--- src/rtl/ooo_fetch_queue_stage_pkg.sv ---
`default_nettype none
// ============================================================================
// Module   : ooo_fetch_queue_stage_pkg
// Purpose  : Shared types for the out-of-order fetch stage. Provides the
//            machine word type, the queued fetch entry, the fetch state
//            encoding, the bus endianness selection and a byte-swap helper.
// Ports    : none (package)
// Revision : 1.0  initial release
// ============================================================================
package ooo_fetch_queue_stage_pkg;

    typedef logic [31:0] word_t;

    typedef enum logic {
        BIG_ENDIAN    = 1'b0,
        LITTLE_ENDIAN = 1'b1
    } endian_t;

    // Byte order of the instruction bus as delivered by the memory system.
    localparam endian_t BUS_ENDIANNESS = LITTLE_ENDIAN;

    // One decoded-side queue slot: the instruction word plus the metadata
    // decode needs without recomputing it.
    typedef struct packed {
        word_t instr;
        word_t pc;
        word_t pc4;
        logic  pred;
        logic  mal;
    } fetch_entry_t;

    typedef enum logic [1:0] {
        RUN   = 2'd0,
        DRAIN = 2'd1,
        FAULT = 2'd2
    } fetch_state_t;

    function automatic word_t byte_swap(input word_t w);
        return {w[7:0], w[15:8], w[23:16], w[31:24]};
    endfunction

endpackage
`default_nettype wire

--- src/rtl/ooo_fetch_queue.sv ---
`default_nettype none
// ============================================================================
// Module   : ooo_fetch_queue
// Purpose  : Parametrised circular FIFO of fetch_entry_t with push, pop and
//            single-cycle flush. The head entry is presented from registers;
//            it reads as all-zero when the queue is empty.
// Ports    : CLK, nRST        clock, asynchronous active-low reset
//            push, push_data  enqueue request (ignored when full)
//            pop              dequeue request (ignored when empty)
//            flush            empty the queue (wins over push and pop)
//            head, head_valid current head entry and its valid flag
//            count            number of occupied entries
// Revision : 1.0  initial release
// ============================================================================
module ooo_fetch_queue
    import ooo_fetch_queue_stage_pkg::*;
#(
    parameter int DEPTH = 4
) (
    input  logic                   CLK,
    input  logic                   nRST,
    input  logic                   push,
    input  fetch_entry_t           push_data,
    input  logic                   pop,
    input  logic                   flush,
    output fetch_entry_t           head,
    output logic                   head_valid,
    output logic [$clog2(DEPTH):0] count
);

    localparam int AW = $clog2(DEPTH);
    localparam logic [AW:0] c_full_count = (AW+1)'(DEPTH);
    localparam logic [AW:0] c_one        = (AW+1)'(1);

    logic [AW-1:0] wr_ptr_q, wr_ptr_d;
    logic [AW-1:0] rd_ptr_q, rd_ptr_d;
    logic [AW:0]   count_q,  count_d;
    fetch_entry_t  mem_q [DEPTH];

    logic do_push;
    logic do_pop;

    assign do_push = push & (count_q != c_full_count) & ~flush;
    assign do_pop  = pop  & (count_q != '0)           & ~flush;

    always_comb begin
        wr_ptr_d = wr_ptr_q;
        rd_ptr_d = rd_ptr_q;
        count_d  = count_q;
        if (flush) begin
            // Drop everything by catching the read pointer up to the write
            // pointer; storage contents are simply abandoned.
            rd_ptr_d = wr_ptr_q;
            count_d  = '0;
        end else begin
            if (do_push) wr_ptr_d = wr_ptr_q + 1'b1;
            if (do_pop)  rd_ptr_d = rd_ptr_q + 1'b1;
            case ({do_push, do_pop})
                2'b10:   count_d = count_q + c_one;
                2'b01:   count_d = count_q - c_one;
                default: count_d = count_q;
            endcase
        end
    end

    always_ff @(posedge CLK or negedge nRST) begin
        if (!nRST) begin
            wr_ptr_q <= '0;
            rd_ptr_q <= '0;
            count_q  <= '0;
        end else begin
            wr_ptr_q <= wr_ptr_d;
            rd_ptr_q <= rd_ptr_d;
            count_q  <= count_d;
        end
    end

    // Storage needs no reset: a slot is only ever read after being written.
    always_ff @(posedge CLK) begin
        if (do_push) mem_q[wr_ptr_q] <= push_data;
    end

    assign head_valid = (count_q != '0);
    assign head       = head_valid ? mem_q[rd_ptr_q] : '0;
    assign count      = count_q;

endmodule
`default_nettype wire

--- src/rtl/ooo_fetch_queue_stage.sv ---
`default_nettype none
// ============================================================================
// Module   : ooo_fetch_queue_stage
// Purpose  : Decoupled instruction fetch. Generates the fetch PC, issues
//            generic-bus reads, tags each instruction with its prediction
//            and buffers it in an N-entry queue read by decode through a
//            valid/ready handshake. Redirects that arrive while a read is
//            outstanding keep the request stable and discard its data.
// Ports    : CLK, nRST                  clock, asynchronous active-low reset
//            halt, redirect, redirect_pc control from hazard logic
//            bus_*                      generic instruction bus master
//            pred_pc/pred_taken/target  branch predictor lookup
//            out_*                      queue head to decode
//            i_mem_busy                 bus busy echoed to hazard unit
// Revision : 1.0  initial release
// ============================================================================
module ooo_fetch_queue_stage
    import ooo_fetch_queue_stage_pkg::*;
#(
    parameter logic [31:0] RESET_PC = 32'h8000_0000,
    parameter int          DEPTH    = 4
) (
    input  logic        CLK,
    input  logic        nRST,
    input  logic        halt,
    input  logic        redirect,
    input  logic [31:0] redirect_pc,
    output logic [31:0] bus_addr,
    output logic        bus_ren,
    output logic        bus_wen,
    output logic [3:0]  bus_byte_en,
    output logic [31:0] bus_wdata,
    input  logic [31:0] bus_rdata,
    input  logic        bus_busy,
    output logic [31:0] pred_pc,
    input  logic        pred_taken,
    input  logic [31:0] pred_target,
    output logic        out_valid,
    input  logic        out_ready,
    output logic [31:0] out_instr,
    output logic [31:0] out_pc,
    output logic [31:0] out_pc4,
    output logic        out_pred,
    output logic        out_mal,
    output logic        i_mem_busy
);

    localparam int AW = $clog2(DEPTH);
    localparam logic [AW:0] c_full_count = (AW+1)'(DEPTH);

    fetch_state_t state_q, state_d;
    word_t        pc_q, pc_d;
    word_t        pend_pc_q, pend_pc_d;

    word_t        instr_w;
    word_t        pc4_w;
    logic         aligned;
    logic         has_space;
    logic         ren;
    logic         complete;
    logic         outstanding;

    logic         q_push;
    fetch_entry_t q_push_data;
    logic         q_pop;
    logic         q_flush;
    fetch_entry_t q_head;
    logic         q_head_valid;
    logic [AW:0]  q_count;

    generate
        if (BUS_ENDIANNESS == LITTLE_ENDIAN) begin : g_little_endian
            assign instr_w = byte_swap(bus_rdata);
        end else begin : g_big_endian
            assign instr_w = bus_rdata;
        end
    endgenerate

    assign pc4_w     = pc_q + 32'd4;
    assign aligned   = (pc_q[1:0] == 2'b00);
    // Uses the registered count: a pop this cycle does not free a slot
    // for the request until the next cycle.
    assign has_space = (q_count != c_full_count);

    // Request generation. Gated by nRST so the bus sees no read while the
    // stage is held in reset.
    always_comb begin
        ren = 1'b0;
        case (state_q)
            RUN:     ren = aligned & has_space;
            DRAIN:   ren = 1'b1;
            default: ren = 1'b0;
        endcase
        ren = ren & ~halt & nRST;
    end

    assign complete    = ren & ~bus_busy;
    assign outstanding = ren &  bus_busy;

    always_comb begin
        state_d     = state_q;
        pc_d        = pc_q;
        pend_pc_d   = pend_pc_q;
        q_push      = 1'b0;
        q_push_data = '0;
        q_flush     = 1'b0;

        if (halt) begin
            q_flush = 1'b1;
            pc_d    = RESET_PC;
            state_d = RUN;
        end else if (redirect) begin
            q_flush = 1'b1;
            if (outstanding) begin
                // The bus must see a stable request, so park the target
                // and keep presenting the old address until it completes.
                pend_pc_d = redirect_pc;
                state_d   = DRAIN;
            end else begin
                pc_d    = redirect_pc;
                state_d = RUN;
            end
        end else begin
            case (state_q)
                RUN: begin
                    if (aligned) begin
                        if (complete) begin
                            q_push      = 1'b1;
                            q_push_data = '{instr: instr_w, pc: pc_q, pc4: pc4_w,
                                            pred: pred_taken, mal: 1'b0};
                            pc_d        = pred_taken ? pred_target : pc4_w;
                        end
                    end else if (has_space) begin
                        q_push      = 1'b1;
                        q_push_data = '{instr: 32'd0, pc: pc_q, pc4: pc4_w,
                                        pred: 1'b0, mal: 1'b1};
                        state_d     = FAULT;
                    end
                end
                DRAIN: begin
                    if (complete) begin
                        pc_d    = pend_pc_q;
                        state_d = RUN;
                    end
                end
                default: begin
                    // FAULT waits for a redirect with the PC frozen.
                end
            endcase
        end
    end

    assign q_pop = q_head_valid & out_ready;

    always_ff @(posedge CLK or negedge nRST) begin
        if (!nRST) begin
            state_q   <= RUN;
            pc_q      <= RESET_PC;
            pend_pc_q <= RESET_PC;
        end else begin
            state_q   <= state_d;
            pc_q      <= pc_d;
            pend_pc_q <= pend_pc_d;
        end
    end

    ooo_fetch_queue #(
        .DEPTH (DEPTH)
    ) u_queue (
        .CLK        (CLK),
        .nRST       (nRST),
        .push       (q_push),
        .push_data  (q_push_data),
        .pop        (q_pop),
        .flush      (q_flush),
        .head       (q_head),
        .head_valid (q_head_valid),
        .count      (q_count)
    );

    assign bus_addr    = pc_q;
    assign bus_ren     = ren;
    assign bus_wen     = 1'b0;
    assign bus_byte_en = 4'b1111;
    assign bus_wdata   = 32'd0;
    assign pred_pc     = pc_q;
    assign i_mem_busy  = bus_busy;

    assign out_valid   = q_head_valid;
    assign out_instr   = q_head.instr;
    assign out_pc      = q_head.pc;
    assign out_pc4     = q_head.pc4;
    assign out_pred    = q_head.pred;
    assign out_mal     = q_head.mal;

endmodule
`default_nettype wire

--- config.mk ---
export PLATFORM = sky130hd
export DESIGN_NAME = ooo_fetch_queue_stage
export DESIGN_NICKNAME = d
export VERILOG_FILES = /design/src/rtl/ooo_fetch_queue_stage_pkg.sv /design/src/rtl/ooo_fetch_queue.sv /design/src/rtl/ooo_fetch_queue_stage.sv
export SDC_FILE = /design/constraint.sdc
export NUM_CORES = 1
export LEC_CHECK = 0
export ABC_AREA = 1
export ABC_CLOCK_PERIOD_IN_PS = 5910
export BUFFER_PORTS_ARGS = -buffer_cell sky130_fd_sc_hd__buf_4
export CAP_MARGIN = 30
export CORE_MARGIN = 4
export CORE_UTILIZATION = 38
export DETAILED_ROUTE_END_ITERATION = 16
export SKIP_CTS_REPAIR_TIMING = 1
export SYNTH_ARGS = -nofsm -noshare
export SYNTH_HDL_FRONTEND = slang
export SYNTH_SLANG_ARGS = --single-unit
--- constraint.sdc ---
create_clock -name CLK -period 5.91 [get_ports CLK]
set_input_delay 1.182 -clock CLK [delete_from_list [all_inputs] [get_ports CLK]]
set_output_delay 1.182 -clock CLK [all_outputs]
set_load 0.01 [all_outputs]
After elaboration in Yosys (flattened, before gate mapping):

Memory sizes are Yosys's and may differ from the RTL's.
Cells that the tools add are included.

* bits in registers: 73
* RAM bits: 392
* input bits: 103
* output and inout port bits: 202
* memories kept: 1

* add/sub/neg operators: 5
* equality and inequality tests: 10
* mux-type cells: 37
* bitwise logic cells: 13
* reductions and logical operators: 10

Memory list
* u_queue.mem_q: words 4, width 98, read ports 1, clocked after Yosys merged registers in 0, wr ports 1, RTL line ooo_fetch_queue.sv:38 `fetch_entry_t mem_q [DEPTH];`

Operators by type and width (count)
* two-way mux 98 bit: 6
* two-way mux 32 bit: 7
* two-way mux 66 bit: 1
* one-hot mux 32 bit (2 select lines): 1
* adder 32 x 3 -> 32 bit, second input constant: 1
* inequality test 4 bit, second input constant: 5
* two-way mux 2 bit: 7
* two-way mux 1 bit: 11
* bitwise AND 1 bit: 10
* inequality test 3 bit, second input constant: 2
* one-hot mux 3 bit (2 select lines): 1
* nonzero test 3 bit: 2
* AND reduction 5 bit: 1
* adder 2 x 1 -> 2 bit, second input constant: 2
* equality test 2 x 1 -> 1 bit, second input constant: 2
* zero test 2 bit: 2
* one-hot mux 2 bit (2 select lines): 1
* AND reduction 4 bit: 1
* nonzero test 4 bit: 1
* adder 3 x 1 -> 3 bit, second input constant: 1
* two-way mux 3 bit: 1
* NOT 1 bit: 3
* AND reduction 3 bit: 1
* subtractor 3 x 1 -> 3 bit, second input constant: 1
* 4 further kinds: 4

Longest topological paths before layout:

* depth in word-level cells: 16
* gate-level depth with buffers: 17
* mapped depth without buffers: 17

Cells and area by module:

A second synthesis with hierarchy kept.

* cell total of the unflattened synthesis: 2186
* area total of the unflattened synthesis: 21375.5 um2

Modules (own cells, without submodules)
* ooo_fetch_queue: instances 1, cells each 1220, area each 15596.2 um2
* ooo_fetch_queue_stage: instances 1, cells each 966, area each 5779.3 um2

Worst setup path after synthesis:

Ideal clock, no wire load.

* path type: in2reg
* start point: input halt
* end point: memory u_queue.mem_q[0][0] (netlist bit) (enable)
* setup time: 0.552 ns
* data arrival time: 5.993 ns
* path slack: -0.635 ns
* stages on the path: 6
* path buffers: 1
* path through: nor2_4 > inv_1 > nor2_2 > nand3_2 > clkbuf_1 > nor2_1

* cells in the longest elaborated chain, start to end: 13
* elaborated cells on any way between the ends: 15

Ends and longest elaborated chain
* start, declared: RTL line ooo_fetch_queue_stage.sv:25 `input logic halt,`
* NOT 1 bit (no source line)
* bitwise AND 1 bit (2 in series): RTL line ooo_fetch_queue_stage.sv:94 `ren = ren & ~halt & nRST;`
* bitwise AND 1 bit: RTL line ooo_fetch_queue_stage.sv:97 `assign complete = ren & ~bus_busy;`
* two-way mux 1 bit: RTL line ooo_fetch_queue_stage.sv:127 `if (complete) begin`
* two-way mux 1 bit: RTL line ooo_fetch_queue_stage.sv:126 `if (aligned) begin`
* two-way mux 1 bit: RTL line ooo_fetch_queue_stage.sv:124 `case (state_q)`
* two-way mux 1 bit: RTL line ooo_fetch_queue_stage.sv:112 `end else if (redirect) begin`
* two-way mux 1 bit: RTL line ooo_fetch_queue_stage.sv:108 `if (halt) begin`
* bitwise AND 1 bit: RTL line ooo_fetch_queue.sv:43 `assign do_push = push & (count_q != c_full_count) & ~flush;`
* bitwise AND 1 bit (*): RTL line ooo_fetch_queue.sv:43
* two-way mux 1 bit (*): RTL line ooo_fetch_queue.sv:80 `if (do_push) mem_q[wr_ptr_q] <= push_data;`
* two-way mux 1 bit (not written as such) (*): RTL line ooo_fetch_queue.sv:80
* end, declared: RTL line ooo_fetch_queue.sv:38

Mark *: on every way between the ends. The rest lies on a longest branch, timed or not.

Worst setup path in the final report:

* start point: register u_queue.rd_ptr_q[0]
* end point: output out_pc[28]

* cells in the longest elaborated chain, start to end: 2

Ends and longest elaborated chain
* start, declared: RTL line ooo_fetch_queue.sv:36 `logic [AW-1:0] rd_ptr_q, rd_ptr_d;`
* start signal, assigned: RTL line ooo_fetch_queue.sv:73 `rd_ptr_q <= rd_ptr_d;`
* memory read (4 x 98 bit)
* two-way mux 98 bit: RTL line ooo_fetch_queue.sv:84 `assign head = head_valid ? mem_q[rd_ptr_q] : '0;`
* end, declared: RTL line ooo_fetch_queue_stage.sv:41 `output logic [31:0] out_pc,`

No other way between the ends.

==> run_results.csv <==
group,metric,value,unit
sta,finalWorstSetupSlack,1.39,ns
layout,antenna_cells,0,
synthesis,ys_types,36,
placed_design,dp_hpwl,38600,µm
synthesis,synthXorXnorAreaFrac,0.506,%
sta,worst_slew_pin_slew,1.01,ns
clocking,clk_latency,0.58,ns
synthesis,synthCells,2119,
floorplanning,start_util,38.5,%
synthesis,ys.flop_type,"edfxtp_1",
synthesis,synth_top_family_by_area,"simple AND/OR/NAND/NOR gates",
critical_path,critPathArrivalTime,3.33,ns
sta,period_minus_slack,4.52,ns
synthesis,synth_mux_area_share,0,%
power_and_ir_drop,p_total,0.00936,W
layout,layout_common_cells,"nor2_1, edfxtp_1, buf_4",
clocking,h-tree-depth,2,
grt,grt_use_total,19.8,%
critical_path,end_kind,"primary output",
floorplanning,core,54000,µm²
layout,finish.instance_area,24600,µm²
synthesis,syn-cell-area,20800,µm²
layout,num-nets-final,2418,
synthesis,synth-seq-cells,457,
detailed_routing,wl_per_cell,19.9,µm
sta,fmax,0.221,GHz
synthesis,synth_edf_count,384,
placed_design,numPortBuffers,267,
sta,timing.slew.headroom,32.8,%
critical_path,critPathMaxFanout,86,
synthesis,ys.warnings.count,0,
sta,setup_viol,0,
detailed_routing,dr_wl_met3,4310,µm
detailed_routing,dr_wl_met2,28500,µm
sta,timing.final.crit_share,76.4,%
grt,grt_max_degree,98,
power_and_ir_drop,swShare,32.8,%
placed_design,dpl_cell_area,23000,µm²
power_and_ir_drop,power_density,381,nW/µm²
critical_path,critPathKind,"flop to primary output",
clocking,cts_buffers,49,
synthesis,synth_compound_area_share,10.6,%
layout,drive_gt1_share,16.3,%
min_path,hp-class,"flop to flop",
sta,finalHoldViolCount,0,
detailed_routing,drtIter0Drc,1211,
clocking,clkTransAtPathRegs,0.06,ns
detailed_routing,drtPass1Iterations,6,
synthesis,async_reset_ff_share,16.0,%
power_and_ir_drop,clockPowerShare,31.5,%
clocking,cts.path.max_buffers,3,
layout,final_common_cell,"nor2_1",
grt,antenna_found_initial,1,
power_and_ir_drop,internal-power,0.00629,W
detailed_routing,final_antenna_net_count,0,
power_and_ir_drop,power_frac_seq,42.1,%
sta,hold_ws,0.480,ns
synthesis,synth-seq-area-share,64.3,%
critical_path,critPathRequiredTime,4.73,ns
grt,grt_pass1_vias,14900,
placed_design,gp_congestion,0.903,
detailed_routing,met1_length,26400,µm
floorplanning,die_h,242,µm
grt,grt_first_pass_wirelength,90700,µm
synthesis,yosys.area_share.simple,16.7,%
synthesis,syn_area_per_cell,9.81,µm²
clocking,cts.sinks,457,
power_and_ir_drop,leakage,9.87,nW
flow_run,drv_cap,0,
floorplanning,die_w,242,µm
critical_path,startpoint_type,"flop",
critical_path,ff2ff_setup_slack,2.90,ns
detailed_routing,finalWirelength,60400,µm
sta,clock-skew-final,0.0246,ns
power_and_ir_drop,switchingPower,0.00307,W
layout,fin_util,45.5,%
detailed_routing,drcViolationCount,0,
clocking,cts_root_buf,"clkbuf_16",
detailed_routing,vias_per_cell,5.07,
clocking,cts_tree,"built",
floorplanning,die-area,58500,µm²
sta,rsz0062_at_grt,"no",
detailed_routing,highest_layer,"met4",
power_and_ir_drop,pwr-share-comb,26.4,%
run_status,outcome,"finished clean",
floorplanning,num_rows,85,
grt,grt-ovfl-total,0,
placed_design,place_ws,1.28,ns
synthesis,synthAdderAreaFrac,0.397,%
layout,syn_to_final_growth,18.2,%
floorplanning,io_pins,305,
sta,drv_slew,0,
power_and_ir_drop,irDropWorstVdd,206,µV
detailed_routing,via_count,15400,
[stage by stage]
stage          setup TNS, ns  std cells
3_5_place_dp               0       2954
5_1_grt                    0       3040
3_3_place_gp               0       2954
2_1_floorplan        -182.76       2154
6_report                   0       3040
4_1_cts                    0       3040
[per-layer routing]
| metal | track usage, % | vias to the layer above |
|---|---|---|
| met5 | 0 | - |
| met4 | 4.90 | 0 |
| met1 | 27.4 | 7422 |
| met3 | 3.69 | 79 |
| met2 | 32.5 | 562 |
| li1 | - | 7345 |
[synth_stat cells (3+ instances only)]
cell,n,area (µm²)
nor2_2,3,18.8
xnor2_1,3,26.3
nand3_2,4,40.0
nor3_1,4,20.0
edfxtp_1,384,11500
inv_1,132,495
nand4_1,5,31.3
buf_2,24,120
dfrtp_1,71,1780
ha_1,5,62.6
a21oi_1,148,741
nor2_1,561,2110
nand2_1,264,991
o21ai_0,250,1250
buf_1,13,48.8
clkbuf_1,68,255
buf_6,3,33.8
xor2_1,9,78.8
o21a_1,6,45.0
nor3_2,4,40.0
o21ai_1,15,75.1
o211ai_1,5,37.5
buf_4,77,578
nand3_1,40,200
inv_2,5,18.8
[cell families (layout without fill, tap and decap cells)]
kind of cell	Yosys count	in the layout
AOI/OAI and AO/OA	430	430
xor gates and xnor gates	12	12
adders and majority gates	6	6
buffers and inverters	324	514
DFF	457	457
other	2	37
and+or+nand+nor	888	888
[state kept, by name, indices dropped and copies added (netlist names)]
| register | flops |
|---|---|
| state_q | 2 |
| u_queue.wr_ptr_q | 2 |
| bus_addr | 32 |
| u_queue.count | 3 |
| u_queue.rd_ptr_q | 2 |
| pend_pc_q | 32 |
| u_queue.mem_q | 384 |
[cell type report]
class	instances	area, µm²
Clock inverter	25	243
Tap cell	696	871
Inverter	139	526
Multi-Input combinational cell	1373	6040
Clock buffer	61	1270
Timing Repair Buffer	289	2240
Fill cell	5085	29500
Sequential cell	457	13400
[power by group through the flow]
| stage | Sequential (W) | Combinational [W] | Clock [W] |
|---|---|---|---|
| 6_report | 0.00394 | 0.00247 | 0.00295 |
| 5_1_grt | 0.00397 | 0.00278 | 0.00314 |
| 4_1_cts | 0.00394 | 0.00251 | 0.00301 |
| 3_5_place_dp | 0.00401 | 0.00249 | 0 |
| 3_3_place_gp | 0.00400 | 0.00247 | 0 |
| 2_1_floorplan | 0.00388 | 0.00165 | 0 |
[worst paths after layout]
kind | startpoint | endpoint | cells after the start
max | u_queue.rd_ptr_q[0] | out_pc[28] | 5
min | pend_pc_q[6] | pend_pc_q[6] | 2
max reg2reg | bus_addr[0] | u_queue.mem_q[1][45] | 10
min reg2reg | pend_pc_q[6] | pend_pc_q[6] | 2
max in group asynchronous | nRST | u_queue.rd_ptr_q[0] | 2
min in group asynchronous | nRST | pend_pc_q[25] | 1
[worst max-delay path, cell delays in order (launching register included)]
cell,delay (ns)
dfrtp_4,0.75
inv_4,0.67
buf_4,0.58
o21ai_0,0.18
a21oi_1,0.30
buf_4,0.18
Power figures use the tool's default switching activity.
